File: config.mk
export PLATFORM = sky130hd
export DESIGN_NAME = load_unit
export DESIGN_NICKNAME = d
export VERILOG_FILES = /design/src/rtl/load_unit_pkg.sv /design/src/rtl/load_unit.sv
export SDC_FILE = /design/constraint.sdc
export NUM_CORES = 1
export LEC_CHECK = 0
export ABC_AREA = 1
export CAP_MARGIN = 20
export CORE_MARGIN = 2
export CORE_UTILIZATION = 39
export CTS_CLUSTER_SIZE = 24
export DETAILED_ROUTE_END_ITERATION = 16
export GPL_TIMING_DRIVEN = 0
export PLACE_DENSITY = 0.79
export SYNTH_ARGS = -nofsm -noshare
export SYNTH_HDL_FRONTEND = slang
export SYNTH_SLANG_ARGS = --single-unit
export TNS_END_PERCENT = 50
File: constraint.sdc
create_clock -name clk_i -period 3 [get_ports clk_i]
set_input_delay 0.6 -clock clk_i [delete_from_list [all_inputs] [get_ports clk_i]]
set_output_delay 0.6 -clock clk_i [all_outputs]
set_load 0.05 [all_outputs]
File: src/rtl/load_unit_pkg.sv
// Shared types and sizing for the load execute stage.
package load_unit_pkg;

    localparam int WORD_SIZE_P = 16;
    localparam int SB_ENTRY    = 8;
    localparam int ROB_ENTRY   = 16;

    localparam int SB_NUM_W  = $clog2(SB_ENTRY);
    localparam int ROB_TAG_W = $clog2(ROB_ENTRY);

    // Write-back word placed on the common data bus.
    typedef struct packed {
        logic [ROB_TAG_W-1:0]   rob_dest;
        logic [WORD_SIZE_P-1:0] result;
    } CDB_ld_t;

    localparam int CDB_LD_WIDTH = $bits(CDB_ld_t);

    // Stage B occupancy: FRESH means memory data is on the read bus this
    // cycle, HELD means the result has been captured locally.
    typedef enum logic [1:0] {
        EMPTY = 2'd0,
        FRESH = 2'd1,
        HELD  = 2'd2
    } b_state_t;

endpackage

File: src/rtl/load_unit.sv
// Two-stage load pipeline: address generation (A) and memory/bypass
// write-back (B) with a CDB grant handshake and mispredict flush.
module load_unit
    import load_unit_pkg::*;
(
    input  logic                    clk_i,
    input  logic                    reset_i,
    input  logic                    rob_mispredict_i,
    input  logic                    issue_ld_v_i,
    input  logic [WORD_SIZE_P-1:0]  issue_ld_base_i,
    input  logic [WORD_SIZE_P-1:0]  issue_ld_offset_i,
    input  logic [SB_NUM_W-1:0]     issue_ld_sb_num_i,
    input  logic [ROB_TAG_W-1:0]    issue_ld_rob_dest_i,
    output logic                    ld_issue_ready_o,
    output logic [WORD_SIZE_P-1:0]  exe_ld_bypass_addr_o,
    output logic [SB_NUM_W-1:0]     exe_ld_pass_sb_num_o,
    input  logic                    sb_ld_pass_valid_i,
    input  logic [WORD_SIZE_P-1:0]  sb_ld_pass_value_i,
    output logic                    mem_rd_v_o,
    output logic [WORD_SIZE_P-1:0]  mem_rd_addr_o,
    input  logic [WORD_SIZE_P-1:0]  mem_rd_data_i,
    output logic                    ld_cdb_v_o,
    output logic [CDB_LD_WIDTH-1:0] ld_cdb_o,
    input  logic                    ld_cdb_grant_i
);

    // Stage A
    logic                   vld_p0;
    logic [WORD_SIZE_P-1:0] addr_p0;
    logic [SB_NUM_W-1:0]    sb_num_p0;
    logic [ROB_TAG_W-1:0]   rob_dest_p0;

    // Stage B
    b_state_t               state_p1;
    b_state_t               state_next_p1;
    logic                   hit_p1;
    logic [WORD_SIZE_P-1:0] bypass_p1;
    logic [WORD_SIZE_P-1:0] held_p1;
    logic [ROB_TAG_W-1:0]   rob_dest_p1;

    logic                   granted;
    logic                   a_move;
    logic                   accept;
    logic [WORD_SIZE_P-1:0] result;
    CDB_ld_t                cdb;

    assign ld_cdb_v_o       = (state_p1 != EMPTY) & ~rob_mispredict_i;
    assign granted          = ld_cdb_v_o & ld_cdb_grant_i;
    assign a_move           = vld_p0 & ((state_p1 == EMPTY) | granted);
    assign ld_issue_ready_o = (~vld_p0 | a_move) & ~rob_mispredict_i;
    assign accept           = issue_ld_v_i & ld_issue_ready_o;

    assign mem_rd_v_o           = a_move & ~rob_mispredict_i;
    assign mem_rd_addr_o        = addr_p0;
    assign exe_ld_bypass_addr_o = addr_p0;
    assign exe_ld_pass_sb_num_o = sb_num_p0;

    // Stage A register: capture the issued load and its wrapped effective address
    always_ff @(posedge clk_i) begin
        if (reset_i) begin
            vld_p0      <= 1'b0;
            addr_p0     <= '0;
            sb_num_p0   <= '0;
            rob_dest_p0 <= '0;
        end else if (rob_mispredict_i) begin
            vld_p0 <= 1'b0;
        end else if (accept) begin
            vld_p0      <= 1'b1;
            addr_p0     <= issue_ld_base_i + issue_ld_offset_i;
            sb_num_p0   <= issue_ld_sb_num_i;
            rob_dest_p0 <= issue_ld_rob_dest_i;
        end else if (a_move) begin
            vld_p0 <= 1'b0;
        end
    end

    // Stage B state register
    always_ff @(posedge clk_i) begin
        if (reset_i) state_p1 <= EMPTY;
        else         state_p1 <= state_next_p1;
    end

    // Stage B next state: flush first, then refill, drain, or hold un-granted data
    always_comb begin
        state_next_p1 = state_p1;
        if (rob_mispredict_i)                      state_next_p1 = EMPTY;
        else if (a_move)                           state_next_p1 = FRESH;
        else if (granted)                          state_next_p1 = EMPTY;
        else if (state_p1 == FRESH)                state_next_p1 = HELD;
    end

    // Stage B payload: bypass sample on entry, result latch when FRESH is not granted
    always_ff @(posedge clk_i) begin
        if (reset_i) begin
            hit_p1      <= 1'b0;
            bypass_p1   <= '0;
            held_p1     <= '0;
            rob_dest_p1 <= '0;
        end else if (!rob_mispredict_i) begin
            if (a_move) begin
                hit_p1      <= sb_ld_pass_valid_i;
                bypass_p1   <= sb_ld_pass_value_i;
                rob_dest_p1 <= rob_dest_p0;
            end else if (state_p1 == FRESH && !granted) begin
                held_p1 <= result;
            end
        end
    end

    // Result select: memory data is only trusted in the FRESH cycle
    always_comb begin
        result = '0;
        case (state_p1)
            FRESH:   result = hit_p1 ? bypass_p1 : mem_rd_data_i;
            HELD:    result = held_p1;
            default: result = '0;
        endcase
    end

    // CDB word is all-zero whenever stage B is empty
    always_comb begin
        cdb.rob_dest = (state_p1 == EMPTY) ? '0 : rob_dest_p1;
        cdb.result   = result;
    end

    assign ld_cdb_o = cdb;

endmodule

==> impl_metrics.tcl, run 1 <==
set metrics [dict create \
    rsz0062_at_grt "true" \
    syn_nets 665 \
    total_power_uw 2160 \
    fmax_mhz 344 \
    io_pins 135 \
    synthTopCellsByArea "dfxtp_1 (34%), nand2_1 (11%), a21oi_1 (11%)" \
    endpoint_kind "output pin" \
    die_area_sq_um 10300 \
    p_leak_uw 0.00235 \
    synth_top_area_cell "dfxtp_1" \
    cts.reportedPaths.clkPinSlew_ps 70 \
    remaining_drc_errors 0 \
    ys_seq_area_share_pct 34.0 \
    yosys.area_share.simple_pct 22.6 \
    clkSinkCount 63 \
    synth_fa_ha_area_share_pct 6.60 \
    final_nets 810 \
    hpwl_mm 8.51 \
    drv_slew 0 \
    fillers 879 \
    multi_input_area_sq_um 1880 \
    final_util_pct 57.8 \
    synth_cell_types 27 \
    ant_nets 0 \
    fin_skew_ps 13.2 \
    initial_utilization_pct 40.2 \
    grt_pass1_wl_mm 17.2 \
    min_period_ps 2910 \
    max_cap_viol_count 0 \
    syn_to_final_growth_pct 43.7 \
    start_kind "primary input" \
    synth_xor_area_share_pct 1.65 \
    grt_pass1_vias 3899 \
    place_area_sq_um 5220 \
    drt_wl_total_mm 10.6 \
    seqCellArea_sq_um 1260 \
    drive_above_1_share_pct 8.62 \
    root_buffer "clkbuf_8" \
    worstMarginPinSlew_ps 512 \
    synth_top_family_by_area "simple AND/OR/NAND/NOR gates" \
    overflow 0 \
    postSynthCellCount 569 \
    critPathArrivalTime_ps 2310 \
    yosysWarnings 0 \
    relSlewSlack_pct 65.9 \
    dp.cells 832 \
    critical_path_required_ps 2400 \
    outcome "finished, final reports clean" \
    ir_drop_v 0.000199 \
    cts_tree "built" \
    finalSetupViolCount 0 \
    crit_fanout 6 \
    h-tree-depth 3 \
    wire_per_inst_um 12.6 \
    synth_area_sq_um 3710 \
    antenna_cells 0 \
    cts_hold_buf 0 \
    cts_buffer_depth 2 \
    dr_total_vias 4050 \
    power_density_nw_per_um2 404 \
    crit_type "in -> out" \
    fin_crit_sh_pct 96.9 \
    synth_mux_area_share_pct 0 \
    die_w_um 102 \
    die_h_um 102 \
    synth_top_area_share_pct 34.0 \
    finalHoldViolCount 0 \
    grtUsageTotal_pct 21.1 \
    grt_max_degree 12 \
    place_congestion 0.898 \
    core_area_sq_um 9240 \
    avgSynthCellArea_sq_um 6.53 \
    io_buffers 134 \
    cts_buffers 9 \
    drtIter0Drc 144 \
    hold_class "reg -> reg" \
    synth_seq_cells 63 \
    synth_compound_area_share_pct 19.8 \
    vias_per_cell 4.78 \
    whs_ps 449 \
    drtPass1Iterations 5 \
    final_cells 848 \
    final_area_sq_um 5340 \
    clock_latency_ps 340 \
    num_rows 35 \
    grt_antenna_before_repair 0 \
]
[worst max-delay path, cell delays in order]
cell,delay [ps]
clkdlybuf4s50_1,520
nor3b_2,260
nor2_1,60
nor2_1,120
nand2_1,150
inv_1,100
clkdlybuf4s15_1,490
[routing by layer]
metal / wire length (um) / up-vias / global-route usage [%]
li1: - / 2085 / -
met5: 0 / - / 0
met2: 5130 / 154 / 38.1
met3: 852 / 16 / 4.49
met1: 4470 / 1795 / 24.5
met4: 192 / 0 / 7.48
[placed cells by master (no fill, tap or decap), types with 2 or more instances in the layout]
| master | synthesis | routed |
|---|---|---|
| a21oi_1 | 78 | 78 |
| buf_2 | 9 | 9 |
| buf_4 | 17 | 17 |
| clkbuf_1 | 12 | 13 |
| clkbuf_2 | 2 | 11 |
| clkbuf_8 | 0 | 10 |
| clkdlybuf4s50_1 | 0 | 116 |
| clkinv_2 | 0 | 2 |
| clkinvlp_4 | 0 | 2 |
| dfxtp_1 | 63 | 63 |
| dlygate4sd2_1 | 0 | 8 |
| ha_1 | 18 | 18 |
| inv_1 | 85 | 85 |
| inv_2 | 3 | 3 |
| nand2_1 | 106 | 106 |
| nand3_1 | 19 | 19 |
| nand3b_1 | 2 | 2 |
| nand4_1 | 4 | 4 |
| nor2_1 | 67 | 67 |
| nor3_1 | 3 | 3 |
| o21ai_0 | 62 | 62 |
| o21ai_1 | 3 | 3 |
| or2_2 | 2 | 2 |
| xnor2_1 | 3 | 3 |
| xor2_1 | 4 | 4 |
[per-stage QoR]
stage | TNS, ps | worst slack (ps)
2_1_floorplan | 0 | 565
3_3_place_gp | -263 | -222
3_5_place_dp | -273 | -227
4_1_cts | 0 | 15.0
5_1_grt | -80.7 | -80.7
6_report | 0 | 91.8
[cells by family after synthesis]
| kind of cell | after synthesis |
|---|---|
| buf+inv | 129 |
| xor+xnor | 7 |
| flops | 63 |
| compound gates | 145 |
| fa+ha+maj | 19 |
| simple gates | 206 |
[final cells by class]
type / instances / area share, %
Multi-Input combinational cell: 377 / 35.3
Timing Repair Buffer: 134 / 24.1
Sequential cell: 63 / 23.6
Inverter: 88 / 6.19
Buffer: 41 / 4.48
Tap cell: 129 / 3.02
Clock buffer: 11 / 2.65
Clock inverter: 5 / 0.633
[cells in the mapped netlist]
library cell and n:
buf_6 1, nor3b_2 1, a211oi_2 1, a21oi_2 1, ha_1 18, o21ai_0 62
or2_2 2, o21ai_1 3, clkbuf_2 2, dfxtp_1 63, inv_2 3, nor3_1 3
clkbuf_1 12, buf_2 9, and2_1 1, nor3_2 1, fa_1 1, inv_1 85
a21oi_1 78, nand3_1 19, buf_4 17, nand2_1 106, nor2_1 67, xor2_1 4
nand4_1 4, xnor2_1 3, nand3b_1 2
[sequential cells by signal, summed over array words and instances, names as in the netlist]
signal                count
bypass_p1                16
exe_ld_bypass_addr_o     16
held_p1                  16
rob_dest_p0               4
rob_dest_p1               4
exe_ld_pass_sb_num_o      3
state_p1                  2
hit_p1                    1
vld_p0                    1
[timing repair]
item / 4_1_cts / 5_1_grt
gates cloned: 0 / 0
setup buffers: 0 / 0
setup endpoints to repair: 18 / 10
pin swaps: 0 / 0
resized for setup: 18 / 19
[power breakdown]
group	leakage [uW]	total, uW	switching (uW)	internal, uW
Sequential	0.000514	896	22.9	873
Clock	0.0000853	652	331	321
Combinational	0.00175	611	348	263
[final timing paths]
check                        start           end  slack [ps]  cells past startpoint
setup / recovery  rob_mispredict_i    mem_rd_v_o          90                      7
hold / removal          held_p1[4]    held_p1[4]         450                      2
setup reg to reg       state_p1[0]  bypass_p1[6]        1010                     10
hold reg to reg         held_p1[4]    held_p1[4]         450                      2
No activity file was read; power rests on OpenSTA's default activity.
==> run 2: changes to the inputs <==
--- a/config.mk
+++ b/config.mk
@@ -11,8 +11,9 @@
 export CORE_UTILIZATION = 39
 export CTS_CLUSTER_SIZE = 24
 export DETAILED_ROUTE_END_ITERATION = 16
+export DONT_BUFFER_PORTS = 1
 export GPL_TIMING_DRIVEN = 0
-export PLACE_DENSITY = 0.79
+export PLACE_DENSITY = 0.61
 export SYNTH_ARGS = -nofsm -noshare
 export SYNTH_HDL_FRONTEND = slang
 export SYNTH_SLANG_ARGS = --single-unit
==> constraint.sdc (replaced) <==
create_clock -name clk_i -period 3.1 [get_ports clk_i]
set_input_delay 0.62 -clock clk_i [delete_from_list [all_inputs] [get_ports clk_i]]
set_output_delay 0.62 -clock clk_i [all_outputs]
set_load 0.05 [all_outputs]
==> run 2 against run 1 <==
  * Routed wire length is 9.9% lower
  * Critical path depth down 1
  * Clock-buffer cell count is the same
  * Sequential power increased by 3.9%
  * Sequential cell count unchanged
  * Combinational power decreased by 41%
  * Non-clock buffer count shrank 129
  * Setup slack better by 79 ps
  * Cell count fell by 15%
  * Global-route usage fell by 2.0 points
  * First-iteration DRC count fell by 22%
  * Final area down 23%
  * Critical path type is now reg -> out
  * Critical endpoint is now ld_cdb_o[14]
  * Largest power group unchanged
==> impl_metrics.tcl, run 2 (synthesis results as in run 1) <==
set metrics [dict create \
    crit_type "reg -> out" \
    crit_buf_inv 2 \
    io_buffers 0 \
    p_leak_uw 0.00181 \
    clock_latency_ps 340 \
    cts_buffer_depth 2 \
    drive_above_1_share_pct 10.7 \
    layout_commonest_cell "nand2_1" \
    overflow 0 \
    fin_skew_ps 9.67 \
    remaining_drc_errors 0 \
    drv_slew 0 \
    grt_pass1_wl_mm 15.6 \
    antenna_cells 0 \
    power_density_nw_per_um2 470 \
    ant_nets 0 \
    hpwl_mm 7.72 \
    final_nets 681 \
    start_kind "flop" \
    core_area_sq_um 9240 \
    h-tree-depth 3 \
    grt_max_degree 12 \
    critPathArrivalTime_ps 2310 \
    grt_antenna_before_repair 0 \
    fin_crit_sh_pct 94.5 \
    critical_path_required_ps 2480 \
    initial_utilization_pct 40.2 \
    cts_tree "built" \
    grtUsageTotal_pct 19.2 \
    finalHoldViolCount 0 \
    outcome "finished, final reports clean" \
    min_period_ps 2930 \
    max_cap_viol_count 0 \
    worstMarginPinSlew_ps 1170 \
    fin_setup_tns_ps 0 \
    die_w_um 102 \
    relSlewSlack_pct 22.3 \
    hold_class "in -> reg" \
    num_rows 35 \
    grt_pass1_vias 3406 \
    cts_buffers 9 \
    final_cell_mix "nand2_1 (106), inv_1 (85), a21oi_1 (70)" \
    syn_to_final_growth_pct 10.6 \
    die_h_um 102 \
    fmax_mhz 341 \
    slowest_delay_ps 890 \
    root_buffer "clkbuf_8" \
    drt_wl_total_mm 9.59 \
    crit_fanout 8 \
    vias_per_cell 4.86 \
    wire_per_inst_um 13.3 \
    crit_top_cell "a21oi_1" \
    drtIter0Drc 113 \
    total_power_uw 1930 \
    die_area_sq_um 10300 \
    path_cells "inv_1 > ha_1 > inv_2 > a21oi_1 > o21ai_0 > a21oi_1" \
    place_congestion 0.850 \
    ir_drop_v 0.000153 \
    rsz0062_at_grt "false" \
    io_pins 135 \
    slowest_stage "a21oi_1" \
    endpoint_kind "output pin" \
    cts.reportedPaths.clkPinSlew_ps 70 \
    drtPass1Iterations 4 \
    dr_total_vias 3492 \
    cp_top_family "compound AO/OA/AOI/OAI gates" \
    finalSetupViolCount 0 \
    clkSinkCount 63 \
]
## run 2: cell types whose count changed in the layout (fill, tap and decap cells not counted), sizes merged
cell,before,now
clkbuf,34,26
clkdlybuf4s50,116,0
clkdlybuf4s15,1,0
buf,27,31
dlygate4sd2,8,0
## run 2: path summary, 6_finish.rpt
check                                   from  depth (start not counted)  slack, ps           end
worst min register to register    held_p1[0]                          2        450    held_p1[0]
worst min-delay path            issue_ld_v_i                          2        410        vld_p0
worst max register to register   state_p1[1]                          8        750   held_p1[14]
worst max-delay path             state_p1[1]                          6        170  ld_cdb_o[14]
## run 2: stage by stage
stage	hold slack (ps)	instances	util [%]	worst slack, ps	instance area, sq um
3_3_place_gp	433	698	41.9	390	3880
2_1_floorplan	424	569	-	645	3710
5_1_grt	404	719	44.5	78.4	4110
3_5_place_dp	438	702	42.2	399	3900
4_1_cts	400	718	44.1	23.3	4070
6_report	409	719	44.5	170	4110
## run 2: layer usage
metal	GRT usage (%)	wire length, um
met5	0	0
met3	5.80	911
met1	22.1	3930
met2	33.9	4590
met4	5.82	158
## run 2: repair_timing
action / 4_1_cts / 5_1_grt
setup endpoints to repair: 0 / 8
resized for setup: 0 / 8
hold buffers: 0 / 0
setup buffers: 0 / 0
## run 2: layout make-up
type / instances / area [sq um]
plain buffers: 41 / 239
clock buffers: 11 / 141
clock inverters: 5 / 33.8
fillers: 996 / 5130
inverters: 88 / 330
multi-input cells: 377 / 1910
flip-flops and latches: 63 / 1260
well taps: 129 / 161
repair buffers: 5 / 26.3
## run 2: report_power, final
part	switching (uW)	internal (uW)
clock	327	310
sequential	86.6	844
combinational	242	118
total	656	1270
==> run 3: changes to the inputs <==
--- a/config.mk
+++ b/config.mk
@@ -11,9 +11,8 @@
 export CORE_UTILIZATION = 39
 export CTS_CLUSTER_SIZE = 24
 export DETAILED_ROUTE_END_ITERATION = 16
-export DONT_BUFFER_PORTS = 1
 export GPL_TIMING_DRIVEN = 0
-export PLACE_DENSITY = 0.61
+export PLACE_DENSITY = 0.79
 export SYNTH_ARGS = -nofsm -noshare
 export SYNTH_HDL_FRONTEND = slang
 export SYNTH_SLANG_ARGS = --single-unit
==> run 3 against run 2 <==
  * Clock-buffer cell count did not move
  * Non-clock buffer count is 129 higher
  * Critical path type unchanged
  * Clock power fell by 1%
  * Sequential share of layout area decreased by 7.2 points
  * Clock skew is 4.0 ps higher
  * Maximum frequency increased by 0.53%
  * Register-to-register slack improved by 370 ps
  * Cell count is 18% higher
  * Combinational power is 64% higher
==> impl_metrics.tcl, run 3 (synthesis results as in run 1) <==
set metrics [dict create \
    dp.cells 832 \
    die_area_sq_um 10300 \
    crit_type "reg -> out" \
    grt_pass1_vias 3899 \
    wire_per_inst_um 12.6 \
    start_kind "flop" \
    drtIter0Drc 143 \
    whs_ps 447 \
    finalHoldViolCount 0 \
    cts_buffers 9 \
    power_density_nw_per_um2 389 \
    multi_input_area_sq_um 1880 \
    slowest_delay_ps 550 \
    cts.reportedPaths.clkPinSlew_ps 70 \
    drv_slew 0 \
    critical_path_required_ps 2480 \
    final_cell_mix "clkdlybuf4s50_1 (116), nand2_1 (106), inv_1 (85)" \
    grt_max_degree 12 \
    drive_above_1_share_pct 8.34 \
    syn_to_final_growth_pct 44.6 \
    core_area_sq_um 9240 \
    max_cap_viol_count 0 \
    fmax_mhz 343 \
    antenna_cells 0 \
    grt_antenna_before_repair 0 \
    root_buffer "clkbuf_8" \
    place_area_sq_um 5220 \
    place_ws_ps -167 \
    outcome "finished, final reports clean" \
    total_power_uw 2090 \
    crit_fanout 10 \
    dr_total_vias 4010 \
    critPathArrivalTime_ps 2290 \
    layout_commonest_cell "clkdlybuf4s50_1" \
    die_h_um 102 \
    final_cells 848 \
    cts_tree "built" \
    endpoint_kind "output pin" \
    path_cells "inv_1 > ha_1 > inv_2 > buf_2 > a21oi_1 > o21ai_0 > a21oi_1 > dlygate4sd2_1" \
    final_nets 810 \
    fin_skew_ps 13.7 \
    cts_hold_buf 0 \
    ant_nets 0 \
    seqCellArea_sq_um 1260 \
    fillers 872 \
    h-tree-depth 3 \
    io_pins 135 \
    drt_wl_total_mm 10.7 \
    remaining_drc_errors 0 \
    relSlewSlack_pct 65.1 \
    drtPass1Iterations 4 \
    initial_utilization_pct 40.2 \
    slowest_stage "dlygate4sd2_1" \
    overflow 0 \
    grt_pass1_wl_mm 17.2 \
    finalSetupViolCount 0 \
    cts_buffer_depth 2 \
    die_w_um 102 \
    num_rows 35 \
    vias_per_cell 4.73 \
    p_leak_uw 0.00244 \
    ir_drop_v 0.000192 \
    worstMarginPinSlew_ps 524 \
    io_buffers 134 \
    place_congestion 0.898 \
    clock_latency_ps 330 \
    fin_crit_sh_pct 94.0 \
    layout_setup_ws_ps 186 \
    hold_class "reg -> reg" \
    rsz0062_at_grt "false" \
    final_area_sq_um 5370 \
    crit_top_cell "a21oi_1" \
    min_period_ps 2910 \
    hpwl_mm 8.51 \
    clkSinkCount 63 \
    grtUsageTotal_pct 21.1 \
]
[run 3: metal layers]
| layer | global-route usage, % | up-vias | wire (um) |
|---|---|---|---|
| met2 | 38.1 | 142 | 5170 |
| met5 | 0 | - | 0 |
| li1 | - | 2079 | - |
| met1 | 24.5 | 1779 | 4550 |
| met4 | 7.48 | 0 | 133 |
| met3 | 4.49 | 10 | 806 |
[run 3: metrics by stage]
| stage | utilization (%) | TNS [ps] |
|---|---|---|
| 2_1_floorplan | - | 0 |
| 3_3_place_gp | 56.5 | -162 |
| 3_5_place_dp | 56.5 | -167 |
| 4_1_cts | 58.2 | 0 |
| 5_1_grt | 58.1 | 0 |
| 6_report | 58.1 | 0 |
[run 3: power breakdown]
part	total, uW	switching, uW	leakage (uW)	internal [uW]
sequential	867	22.3	0.000514	845
clock	629	318	0.0000853	311
combinational	592	337	0.00185	255
total	2090	677	0.00244	1410
[run 3: path summary, 6_finish.rpt]
kind	start	to	slack, ps	cells after the start
hold / removal	held_p1[4]	held_p1[4]	450	2
setup / recovery	state_p1[1]	ld_cdb_o[1]	190	8
hold reg to reg	held_p1[4]	held_p1[4]	450	2
setup reg to reg	state_p1[0]	bypass_p1[6]	1120	10
[run 3: cell type report]
class	instances	share of cell area (%)
Buffer	41	4.45
Clock buffer	11	2.63
Clock inverter	5	0.629
Inverter	88	6.15
Multi-Input combinational cell	377	35.1
Sequential cell	63	23.5
Tap cell	129	3.00
Timing Repair Buffer	134	24.6
[run 3: repair_timing]
action                     4_1_cts  5_1_grt
gates resized for setup         11       22
setup buffers                    0        0
setup endpoints to repair       11       15
[run 3: worst max-delay path: cells and delay by family, from the launching register on]
kind	cells	cell delay [ps]
AO/OA/AOI/OAI	3	430
adder cells (fa/ha/maj)	1	280
buffers and inverters	4	940
flip-flops	1	320
